[config.mk]
export PLATFORM = sky130hd
export DESIGN_NAME = kbd_input_arbiter_flat
export DESIGN_NICKNAME = d
export VERILOG_FILES = /design/src/rtl/kbd_input_arbiter_pkg.sv /design/src/rtl/kbd_input_arbiter_if.sv /design/src/rtl/kbd_input_arbiter_fifo.sv /design/src/rtl/kbd_input_arbiter.sv /design/src/flat_wrapper.sv
export SDC_FILE = /design/constraint.sdc
export NUM_CORES = 1
export LEC_CHECK = 0
export CORE_MARGIN = 2
export CORE_UTILIZATION = 35
export CTS_CLUSTER_SIZE = 12
export DETAILED_ROUTE_END_ITERATION = 12
export SYNTH_ARGS = -nofsm -noshare
export SYNTH_HDL_FRONTEND = slang
export SYNTH_SLANG_ARGS = --single-unit
[constraint.sdc]
create_clock -name clk14 -period 3.9 [get_ports clk14]
set_clock_uncertainty 0.1 [all_clocks]
set_input_delay 0.39 -clock clk14 [delete_from_list [all_inputs] [get_ports clk14]]
set_output_delay 0.39 -clock clk14 [all_outputs]
set_load 0.05 [all_outputs]
[src/rtl/kbd_input_arbiter_pkg.sv]
// kbd_pkg: shared constants and types for the Apple-1 keyboard input arbiter.
//   ASCII_CR         carriage return; triggers the long paste gap
//   STAT_NE_BIT      status register bit: FIFO not empty
//   STAT_OVF_BIT     status register bit: PS/2 overflow (sticky)
//   ADDR_DATA/STAT   CPU register select values
//   pace_state_e     paste pacer states
package kbd_pkg;

  localparam logic [7:0] ASCII_CR     = 8'h0D;
  localparam int         STAT_NE_BIT  = 7;
  localparam int         STAT_OVF_BIT = 6;
  localparam logic       ADDR_DATA    = 1'b0;
  localparam logic       ADDR_STAT    = 1'b1;

  typedef enum logic {
    IDLE = 1'b0,
    GAP  = 1'b1
  } pace_state_e;

  // Bit 7 is ignored so a CR with the Apple-1 high bit set still gets the long gap.
  function automatic logic is_cr(input logic [7:0] c);
    return c[6:0] == ASCII_CR[6:0];
  endfunction

endpackage

[src/rtl/kbd_input_arbiter_if.sv]
// kbd_input_arbiter_if: keyboard sources and CPU register bus.
//   ps2_valid/ps2_data       single-cycle PS/2 character strobe (cannot stall)
//   paste_valid/paste_data   host paste stream offer
//   paste_ready              paste character taken this cycle when valid
//   cs/address               CPU chip select (level) and register select
//   dout                     registered CPU read data
// master: the side driving characters and CPU reads; slave: the arbiter.
interface kbd_input_arbiter_if;
  logic       ps2_valid;
  logic [7:0] ps2_data;
  logic       paste_valid;
  logic [7:0] paste_data;
  logic       paste_ready;
  logic       cs;
  logic       address;
  logic [7:0] dout;

  modport master (
    output ps2_valid, ps2_data, paste_valid, paste_data, cs, address,
    input  paste_ready, dout
  );

  modport slave (
    input  ps2_valid, ps2_data, paste_valid, paste_data, cs, address,
    output paste_ready, dout
  );
endinterface

[src/rtl/kbd_input_arbiter_fifo.sv]
// kbd_fifo: synchronous FIFO, 2**DEPTH_LOG2 entries, combinational head.
//   clk14, rst     clock, asynchronous active-high reset
//   i_push, i_din  write request and data (ignored when full)
//   i_pop          read request (ignored when empty)
//   o_dout         current head entry
//   o_count        occupancy, DEPTH_LOG2+1 bits
//   o_full/o_empty occupancy flags
// Full and empty are evaluated before the pop, so push+pop at full drops the push.
module kbd_fifo #(
  parameter int DEPTH_LOG2 = 3,
  parameter int WIDTH      = 8
) (
  input  logic                  clk14,
  input  logic                  rst,
  input  logic                  i_push,
  input  logic                  i_pop,
  input  logic [WIDTH-1:0]      i_din,
  output logic [WIDTH-1:0]      o_dout,
  output logic [DEPTH_LOG2:0]   o_count,
  output logic                  o_full,
  output logic                  o_empty
);
  localparam int DEPTH = 1 << DEPTH_LOG2;

  logic [WIDTH-1:0]      r_mem [DEPTH];
  logic [DEPTH_LOG2-1:0] r_wptr, r_rptr;
  logic [DEPTH_LOG2:0]   r_count;
  logic                  w_wr, w_rd;

  assign o_full  = r_count == (DEPTH_LOG2+1)'(DEPTH);
  assign o_empty = r_count == '0;
  assign o_count = r_count;
  assign o_dout  = r_mem[r_rptr];

  assign w_wr = i_push && !o_full;
  assign w_rd = i_pop  && !o_empty;

  // Storage needs no reset; only pointers and count define contents.
  always_ff @(posedge clk14) begin
    if (w_wr) r_mem[r_wptr] <= i_din;
  end

  // Pointers are exactly DEPTH_LOG2 bits wide, so wrap is free.
  always_ff @(posedge clk14 or posedge rst) begin
    if (rst) begin
      r_wptr  <= '0;
      r_rptr  <= '0;
      r_count <= '0;
    end else begin
      if (w_wr) r_wptr <= r_wptr + DEPTH_LOG2'(1);
      if (w_rd) r_rptr <= r_rptr + DEPTH_LOG2'(1);
      case ({w_wr, w_rd})
        2'b10:   r_count <= r_count + (DEPTH_LOG2+1)'(1);
        2'b01:   r_count <= r_count - (DEPTH_LOG2+1)'(1);
        default: r_count <= r_count;
      endcase
    end
  end
endmodule

[src/rtl/kbd_input_arbiter.sv]
// kbd_input_arbiter: shares the Apple-1 keyboard register between the PS/2
// decoder and a paced host paste stream, queued through a small FIFO.
//   clk14  system clock
//   rst    asynchronous active-high reset
//   bus    kbd_input_arbiter_if.slave: PS/2 strobe, paste handshake, CPU cs/address/dout
// CPU registers: address 0 = data ({1, char[6:0]} or 0x80 when empty, pops),
//                address 1 = status ({not_empty, overflow, 6'b0}, clears overflow).
module kbd_input_arbiter
  import kbd_pkg::*;
#(
  parameter int DEPTH_LOG2    = 3,
  parameter int GAP_CYCLES    = 14000,
  parameter int CR_GAP_CYCLES = 140000,
  parameter int PACE_W        = 18
) (
  input  logic                clk14,
  input  logic                rst,
  kbd_input_arbiter_if.slave  bus
);
  localparam int DEPTH = 1 << DEPTH_LOG2;
  localparam int CW    = DEPTH_LOG2 + 1;

  logic [CW-1:0]     w_count, w_free;
  logic              w_full, w_empty;
  logic [7:0]        w_head, w_din;
  logic              w_push, w_pop;
  logic              w_ps2_push, w_ps2_drop;
  logic              w_paste_ready, w_paste_acc;
  logic              w_rd_evt;
  logic [7:0]        w_rd_data;

  logic              r_cs_d;
  logic              r_ovf;
  logic [7:0]        r_dout;
  pace_state_e       r_state, w_state_nx;
  logic [PACE_W-1:0] r_cnt, w_cnt_nx;

  // ---------------- push arbitration ----------------
  assign w_free     = CW'(DEPTH) - w_count;
  assign w_ps2_push = bus.ps2_valid && !w_full;
  assign w_ps2_drop = bus.ps2_valid &&  w_full;

  // Paste needs two free slots so a PS/2 strobe, which cannot wait, always has room.
  assign w_paste_ready = (r_state == IDLE) && (w_free >= CW'(2)) && !bus.ps2_valid;
  assign w_paste_acc   = bus.paste_valid && w_paste_ready;

  assign w_push = w_ps2_push || w_paste_acc;
  assign w_din  = bus.ps2_valid ? bus.ps2_data : bus.paste_data;

  // ---------------- CPU read event ----------------
  // Edge-detect cs so a long select level produces a single pop.
  assign w_rd_evt = bus.cs && !r_cs_d;
  assign w_pop    = w_rd_evt && (bus.address == ADDR_DATA) && !w_empty;

  always_comb begin
    w_rd_data = '0;
    if (bus.address == ADDR_STAT) begin
      w_rd_data[STAT_NE_BIT]  = !w_empty;
      w_rd_data[STAT_OVF_BIT] = r_ovf;
    end else if (w_empty) begin
      w_rd_data = 8'h80;
    end else begin
      w_rd_data = {1'b1, w_head[6:0]};
    end
  end

  assign bus.paste_ready = w_paste_ready;
  assign bus.dout        = r_dout;

  kbd_fifo #(.DEPTH_LOG2(DEPTH_LOG2), .WIDTH(8)) u_fifo (
    .clk14   (clk14),
    .rst     (rst),
    .i_push  (w_push),
    .i_pop   (w_pop),
    .i_din   (w_din),
    .o_dout  (w_head),
    .o_count (w_count),
    .o_full  (w_full),
    .o_empty (w_empty)
  );

  // ---------------- CPU register and overflow flag ----------------
  always_ff @(posedge clk14 or posedge rst) begin
    if (rst) begin
      r_cs_d <= 1'b0;
      r_dout <= '0;
      r_ovf  <= 1'b0;
    end else begin
      r_cs_d <= bus.cs;
      if (w_rd_evt) r_dout <= w_rd_data;
      // A drop in the same cycle as a status read wins over the clear.
      if (w_ps2_drop)
        r_ovf <= 1'b1;
      else if (w_rd_evt && bus.address == ADDR_STAT)
        r_ovf <= 1'b0;
    end
  end

  // ---------------- paste pacer ----------------
  always_ff @(posedge clk14 or posedge rst) begin
    if (rst) begin
      r_state <= IDLE;
      r_cnt   <= '0;
    end else begin
      r_state <= w_state_nx;
      r_cnt   <= w_cnt_nx;
    end
  end

  // The counter reaches zero on the same edge that returns to IDLE, so the
  // next accept lands exactly GAP_CYCLES (or CR_GAP_CYCLES) after this one.
  always_comb begin
    w_state_nx = r_state;
    w_cnt_nx   = r_cnt;
    case (r_state)
      IDLE: begin
        if (w_paste_acc) begin
          w_state_nx = GAP;
          w_cnt_nx   = is_cr(bus.paste_data) ? PACE_W'(CR_GAP_CYCLES - 1)
                                             : PACE_W'(GAP_CYCLES - 1);
        end
      end
      GAP: begin
        if (r_cnt <= PACE_W'(1)) begin
          w_state_nx = IDLE;
          w_cnt_nx   = '0;
        end else begin
          w_cnt_nx   = r_cnt - PACE_W'(1);
        end
      end
    endcase
  end
endmodule

[src/flat_wrapper.sv]
// flat-port wrapper written by rule: the top's interface ports become plain ports
module kbd_input_arbiter_flat import kbd_pkg::*;
#(
  parameter int DEPTH_LOG2    = 3,
  parameter int GAP_CYCLES    = 14000,
  parameter int CR_GAP_CYCLES = 140000,
  parameter int PACE_W        = 18
)
  (clk14, rst, bus_ps2_valid, bus_ps2_data, bus_paste_valid, bus_paste_data, bus_cs, bus_address, bus_paste_ready, bus_dout);
  kbd_input_arbiter_if bus_i ();
  input  logic clk14;
  input  logic rst;
  input wire logic [$bits(bus_i.ps2_valid)-1:0] bus_ps2_valid;
  input wire logic [$bits(bus_i.ps2_data)-1:0] bus_ps2_data;
  input wire logic [$bits(bus_i.paste_valid)-1:0] bus_paste_valid;
  input wire logic [$bits(bus_i.paste_data)-1:0] bus_paste_data;
  input wire logic [$bits(bus_i.cs)-1:0] bus_cs;
  input wire logic [$bits(bus_i.address)-1:0] bus_address;
  output wire logic [$bits(bus_i.paste_ready)-1:0] bus_paste_ready;
  output wire logic [$bits(bus_i.dout)-1:0] bus_dout;
  assign bus_i.ps2_valid = bus_ps2_valid;
  assign bus_i.ps2_data = bus_ps2_data;
  assign bus_i.paste_valid = bus_paste_valid;
  assign bus_i.paste_data = bus_paste_data;
  assign bus_i.cs = bus_cs;
  assign bus_i.address = bus_address;
  assign bus_paste_ready = bus_i.paste_ready;
  assign bus_dout = bus_i.dout;
  kbd_input_arbiter #(.DEPTH_LOG2(DEPTH_LOG2), .GAP_CYCLES(GAP_CYCLES), .CR_GAP_CYCLES(CR_GAP_CYCLES), .PACE_W(PACE_W)) u_core (.clk14(clk14), .rst(rst), .bus(bus_i));
endmodule
Word-level counts from Yosys, hierarchy flattened
Memory sizes are Yosys's and may differ from the RTL's.
Cells that the tools add are included.
Word-level totals
  bits of input ports: 22
  output and inout bits: 9
  bits in writable memories: 64
  memories kept: 1
  register bits after elaboration: 39
Operators by class
  equality and inequality tests: 5
  muxes and demuxes: 16
  order comparisons: 2
  add/sub/neg operators: 6
  reductions and logical operators: 19
  bitwise operators: 2
Memories
  u_core.u_fifo.r_mem: depth 8, width 8, read ports 1, clocked after memory_dff 0, write ports 1, line kbd_input_arbiter_fifo.sv:25  | logic [WIDTH-1:0] r_mem [DEPTH];
Operator list (count)
  18-bit two-way mux: 3
  18-bit case mux with 2 select lines: 1
  18-bit by 1-bit <= comparator with 1-bit output, second input constant: 1
  18-bit by 1-bit subtractor with 18-bit output, second input constant: 1
  1-bit logical AND: 11
  8-bit two-way mux: 1
  4-bit case mux with 2 select lines: 1
  7-bit by 4-bit equality test with 1-bit output, second input constant: 1
  7-bit two-way mux: 1
  3-bit by 1-bit adder with 3-bit output, second input constant: 2
  1-bit two-way mux: 6
  6-bit two-way mux: 1
  4-bit by 1-bit adder with 4-bit output, second input constant: 1
  4-bit equality test, second input constant: 1
  4-bit by 2-bit greater-or-equal comparator with 1-bit output, second input constant: 1
  1-bit zero test: 4
  4-bit zero test: 1
  2-bit nonzero test: 2
  4-bit by 1-bit subtractor with 4-bit output, second input constant: 1
  4-bit subtractor, first input constant: 1
  2-bit by 1-bit equality test with 1-bit output, second input constant: 1
  2-bit equality test, second input constant: 1
  2-bit two-way mux: 1
  2-bit by 1-bit != test with 1-bit output, second input constant: 1
  other kinds (3): 4

Logic depth before layout (Yosys ltp)
  word-level depth: 9
  mapped depth: 14

Hierarchy
From an unflattened synthesis, not the netlist that was laid out.
Second synthesis, totals
  cell total of the unflattened synthesis: 334
  area total of the unflattened synthesis: 4839.6 um2
Modules (own cells, without submodules)
  kbd_fifo: cells each 161, instances 1, area an instance 3135.5 um2
  kbd_input_arbiter: cells each 173, instances 1, area an instance 1704.1 um2

Worst setup path after synthesis
No wires, ideal clock.
  path kind: flip-flop to flip-flop
  from: reg u_core.u_fifo.r_count[1] (netlist: u_core.u_fifo.o_count[1])
  to: mem u_core.u_fifo.r_mem[2][0], enable pin
  path slack: 1.046 ns
  library setup time: 0.393 ns
  data required time: 3.407 ns
  period minus slack after synthesis: 2.854 ns
  stages on the path, launching flop included: 9
  arrival: 2.360 ns
  path through: dfrtp_1 > clkbuf_1 > inv_1 > ha_1 > nand3b_1 > a21boi_0 > a21boi_2 > inv_2 > nor4b_1
On the way
  word-level cells in the longest chain between the ends: 9
Ends and longest elaborated chain
  start, declared: line kbd_input_arbiter_fifo.sv:27  | logic [DEPTH_LOG2:0] r_count;
  start signal, assigned: line kbd_input_arbiter_fifo.sv:53  | 2'b10: r_count <= r_count + (DEPTH_LOG2+1)'(1);
  start signal, assigned: line kbd_input_arbiter_fifo.sv:54  | 2'b01: r_count <= r_count - (DEPTH_LOG2+1)'(1);
  start signal, assigned: line kbd_input_arbiter_fifo.sv:55  | default: r_count <= r_count;
  4-bit subtractor: line kbd_input_arbiter.sv:39  | assign w_free = CW'(DEPTH) - w_count;
  4-bit by 2-bit greater-or-equal comparator with 1-bit output: line kbd_input_arbiter.sv:44  | assign w_paste_ready = (r_state == IDLE) && (w_free >= CW'(2)) && !bus.ps2_valid;
  1-bit logical AND (2 in series): line kbd_input_arbiter.sv:44
  1-bit logical AND: line kbd_input_arbiter.sv:45  | assign w_paste_acc = bus.paste_valid && w_paste_ready;
  1-bit logical OR: line kbd_input_arbiter.sv:47  | assign w_push = w_ps2_push || w_paste_acc;
  1-bit logical AND (*): line kbd_input_arbiter_fifo.sv:35  | assign w_wr = i_push && !o_full;
  1-bit two-way mux (*): line kbd_input_arbiter_fifo.sv:40  | if (w_wr) r_mem[r_wptr] <= i_din;
  1-bit two-way mux (not written as such) (*): line kbd_input_arbiter_fifo.sv:40
  end, declared: line kbd_input_arbiter_fifo.sv:25
Every way passes the cells marked *; elsewhere a longest branch is shown, timed or not.

Final worst setup path
  from: reg u_core.u_fifo.r_count[1] (netlist: u_core.u_fifo.o_count[1])
  to: out bus_paste_ready
On the way
  word-level cells in the longest chain between the ends: 4
Ends and longest elaborated chain
  4-bit subtractor: line kbd_input_arbiter.sv:39
  4-bit by 2-bit greater-or-equal comparator with 1-bit output: line kbd_input_arbiter.sv:44
  1-bit logical AND (2 in series): line kbd_input_arbiter.sv:44
  end, declared: line flat_wrapper.sv:19  | output wire logic [$bits(bus_i.paste_ready)-1:0] bus_paste_ready;
Every way passes these cells.

==> impl_metrics.toml <==
[power]
power.switching_mw = 1.008
pwr-share-seq = 0.464
p_per_area_mw_per_mm2 = 614.3
switching_share = 0.3152
leakagePower_nw = 1.918
pwr-share-clk = 0.281
intPower_mw = 2.190
vdd_drop_max_mv = 0.3078
totalPowerFinal_mw = 3.198
p_comb_frac = 0.255

[route]
ant_nets = 0
drt-total-wl_mm = 8.981
dr.pass1.iters = 4
drc_errors = 0
drt_iter0_markers = 206
viasPerCell = 5.144
wire_per_inst_um = 16.79
vias = 2752

[global_routing]
gr-usage-met2 = 0.2411
grt.busiest_layer = "met2"
grt_usage = 0.1450
antenna_found_initial = 0
grt_pass1_wl_mm = 14.67
met3_usage = 0.04203
grt_use_met1 = 0.1891
grt_pass1_vias = 2739
grt_max_degree = 40
overflow = 0

[yosys]
postSynthAreaPerCell_sq_um = 13.53
async_reset_ff_frac = 0.4105
synth.distinct_cells = 62
yosysSeqAreaShare = 0.6008
ys_warn_count = 0
syn_nets = 358
synth_area_leaders = "edfxtp_1 38%, dfrtp_1 22%, mux4_2 7.1%"
synth_top_area_share = 0.3802
synthCells = 327
ys_ff_latch = 95
synth_area_leader_cell = "edfxtp_1"
ys.flop_type = "edfxtp_1"
synth-edff-count = 56
synth_area_sq_mm = 0.004423

[place]
post-place-ws_ns = 0.7346
placed_cells = 519
placed_cell_area_sq_mm = 0.004900
routabilityCongestion = 0.8032
dp_hpwl_mm = 6.120
portBuffers = 28

[final_layout]
stdcell_count = 535
drive_gt1_frac = 0.1625
nets = 389
n_antenna_cell = 0
area_growth_pct = 17.71
post-route-util = 0.4176
design_area_sq_mm = 0.005206

[timing]
worstMarginPinSlew_ns = 1.037
rsz0062_at_grt = "no"
post-route-period-util = 0.8819
clock.fmax_mhz = 290.7
holdWs_ns = 0.3763
final-setup-viol-count = 0
finalMaxSlewViolations = 0
hold_viol = 0
min_period_ns = 3.440
setup_slack_ns = 0.4605
slew_headroom = 0.3088
setup_tns_ns = 0

[cts]
cts_tree = "built"
path_clk_slew_ns = 0.07
root_buffer = "clkbuf_16"
cts_buffers = 9
clock_sinks = 95
insertion_delay_ns = 0.34
ctsResizeCount = 0
post_cts_buffers = 0
h-tree-depth = 3
cts-hold-fix-buffers = 0
clockBufferDepth = 2

[die]
core_region_area_sq_mm = 0.01247
initial_core_util = 0.3548
die_area_sq_mm = 0.01355
fp.dieW_um = 116.4
die_y_um = 116.4
ioPinCount = 31
rows = 41

[worst_hold_path]
min_path_type = "in -> async"

[critical_path]
crit_type = "reg -> out"
cp_max_fo = 10
setup.worst_path.end_class = "primary output"
reg2reg_depth = 13
crit_required_ns = 3.41
start_kind = "flop"
timing.reg2reg.setup_slack_ns = 0.95
reg2reg_from = "u_core.u_fifo.o_count[1]"
arrival_ns = 2.95
r2r_end = "u_core.u_fifo.o_count[2]"

[outcome]
status = "complete, no violations"

[run]
max_cap_viol_count = 0
critical path: stages, from the launching register on:
cell and delay, ns:
dfrtp_1 0.51, inv_1 0.08, ha_1 0.22, or3b_1 0.38, a2111o_1 0.48, and3_1 0.24
clkdlybuf4s50_1 0.70
routing by layer:
layer | vias to the layer above | wire (um)
met2 | 37 | 4385
met1 | 1406 | 4207
li1 | 1301 | -
met5 | - | 0
met4 | 0 | 82
met3 | 8 | 305
final cells by class:
type                            count  area [sq um]
Inverter                           15         56.30
Fill cell                        1162          7259
Timing Repair Buffer               37         347.8
Clock buffer                       11         242.7
Clock inverter                      5         63.81
Tap cell                          172         215.2
Multi-Input combinational cell    200          1623
Sequential cell                    95          2658
cells in the final DEF (no fill, tap or decap), types with 6 or more instances in the layout:
cell,instances
nand3_1,6
nand2_1,25
inv_1,13
clkbuf_16,9
clkdlybuf4s50_1,28
ha_1,9
a21oi_1,14
mux2_2,9
buf_4,9
nor3_1,6
mux4_2,14
edfxtp_1,56
o21ai_0,10
nor2_1,11
mux2i_1,8
dfrtp_1,39
synth_stat cells (8+ instances only):
cell type and n:
dfrtp_1 39, clkbuf_1 8, a21oi_1 14, inv_1 13
nand2_1 25, nor2_1 11, ha_1 9, mux2i_1 8
mux2_2 9, mux4_2 14, o21ai_0 10, edfxtp_1 56
registers in the layout, indices dropped and copies added, names as in the netlist:
signal                 flops
u_core.u_fifo.r_wptr       3
u_core.r_cs_d              1
u_core.r_ovf               1
u_core.u_fifo.o_count      4
u_core.r_state             1
u_core.bus.dout            8
u_core.u_fifo.r_rptr       3
u_core.r_cnt              18
u_core.u_fifo.r_mem       56
logic make-up (layout without fill, tap and decap cells):
group                    count (synthesis)  after routing  share of synthesized area
flip-flops                              95             95                     0.6008
AND/OR/NAND/NOR                         94             94                     0.1202
AO/OA/AOI/OAI                           57             57                    0.09110
buffers and inverters                   32             68                    0.03225
multiplexers                            31             31                     0.1123
adder cells (fa/ha/maj)                  9              9                    0.02546
XOR/XNOR                                 9              9                    0.01782
worst max path at each step:
stage                             start                        end  slack (ns)
4_1_cts        u_core.u_fifo.o_count[1]            bus_paste_ready        0.45
3_3_place_gp              bus_ps2_valid   u_core.u_fifo.o_count[3]        0.77
3_5_place_dp              bus_ps2_valid   u_core.u_fifo.o_count[2]        0.73
5_1_grt        u_core.u_fifo.o_count[1]            bus_paste_ready        0.30
2_1_floorplan  u_core.u_fifo.o_count[1]  u_core.u_fifo.r_mem[2][0]        1.05
6_report       u_core.u_fifo.o_count[1]            bus_paste_ready        0.46
power by group through the flow:
stage               logic, mW  registers [mW]  clock network [mW]
floorplan               0.613            1.45                   0
global placement        0.809            1.50                   0
detailed placement      0.827            1.51                   0
CTS                     0.829            1.49               0.926
global route            0.892            1.52               0.968
finish                  0.815            1.49               0.899
Power figures use the tool's default switching activity.
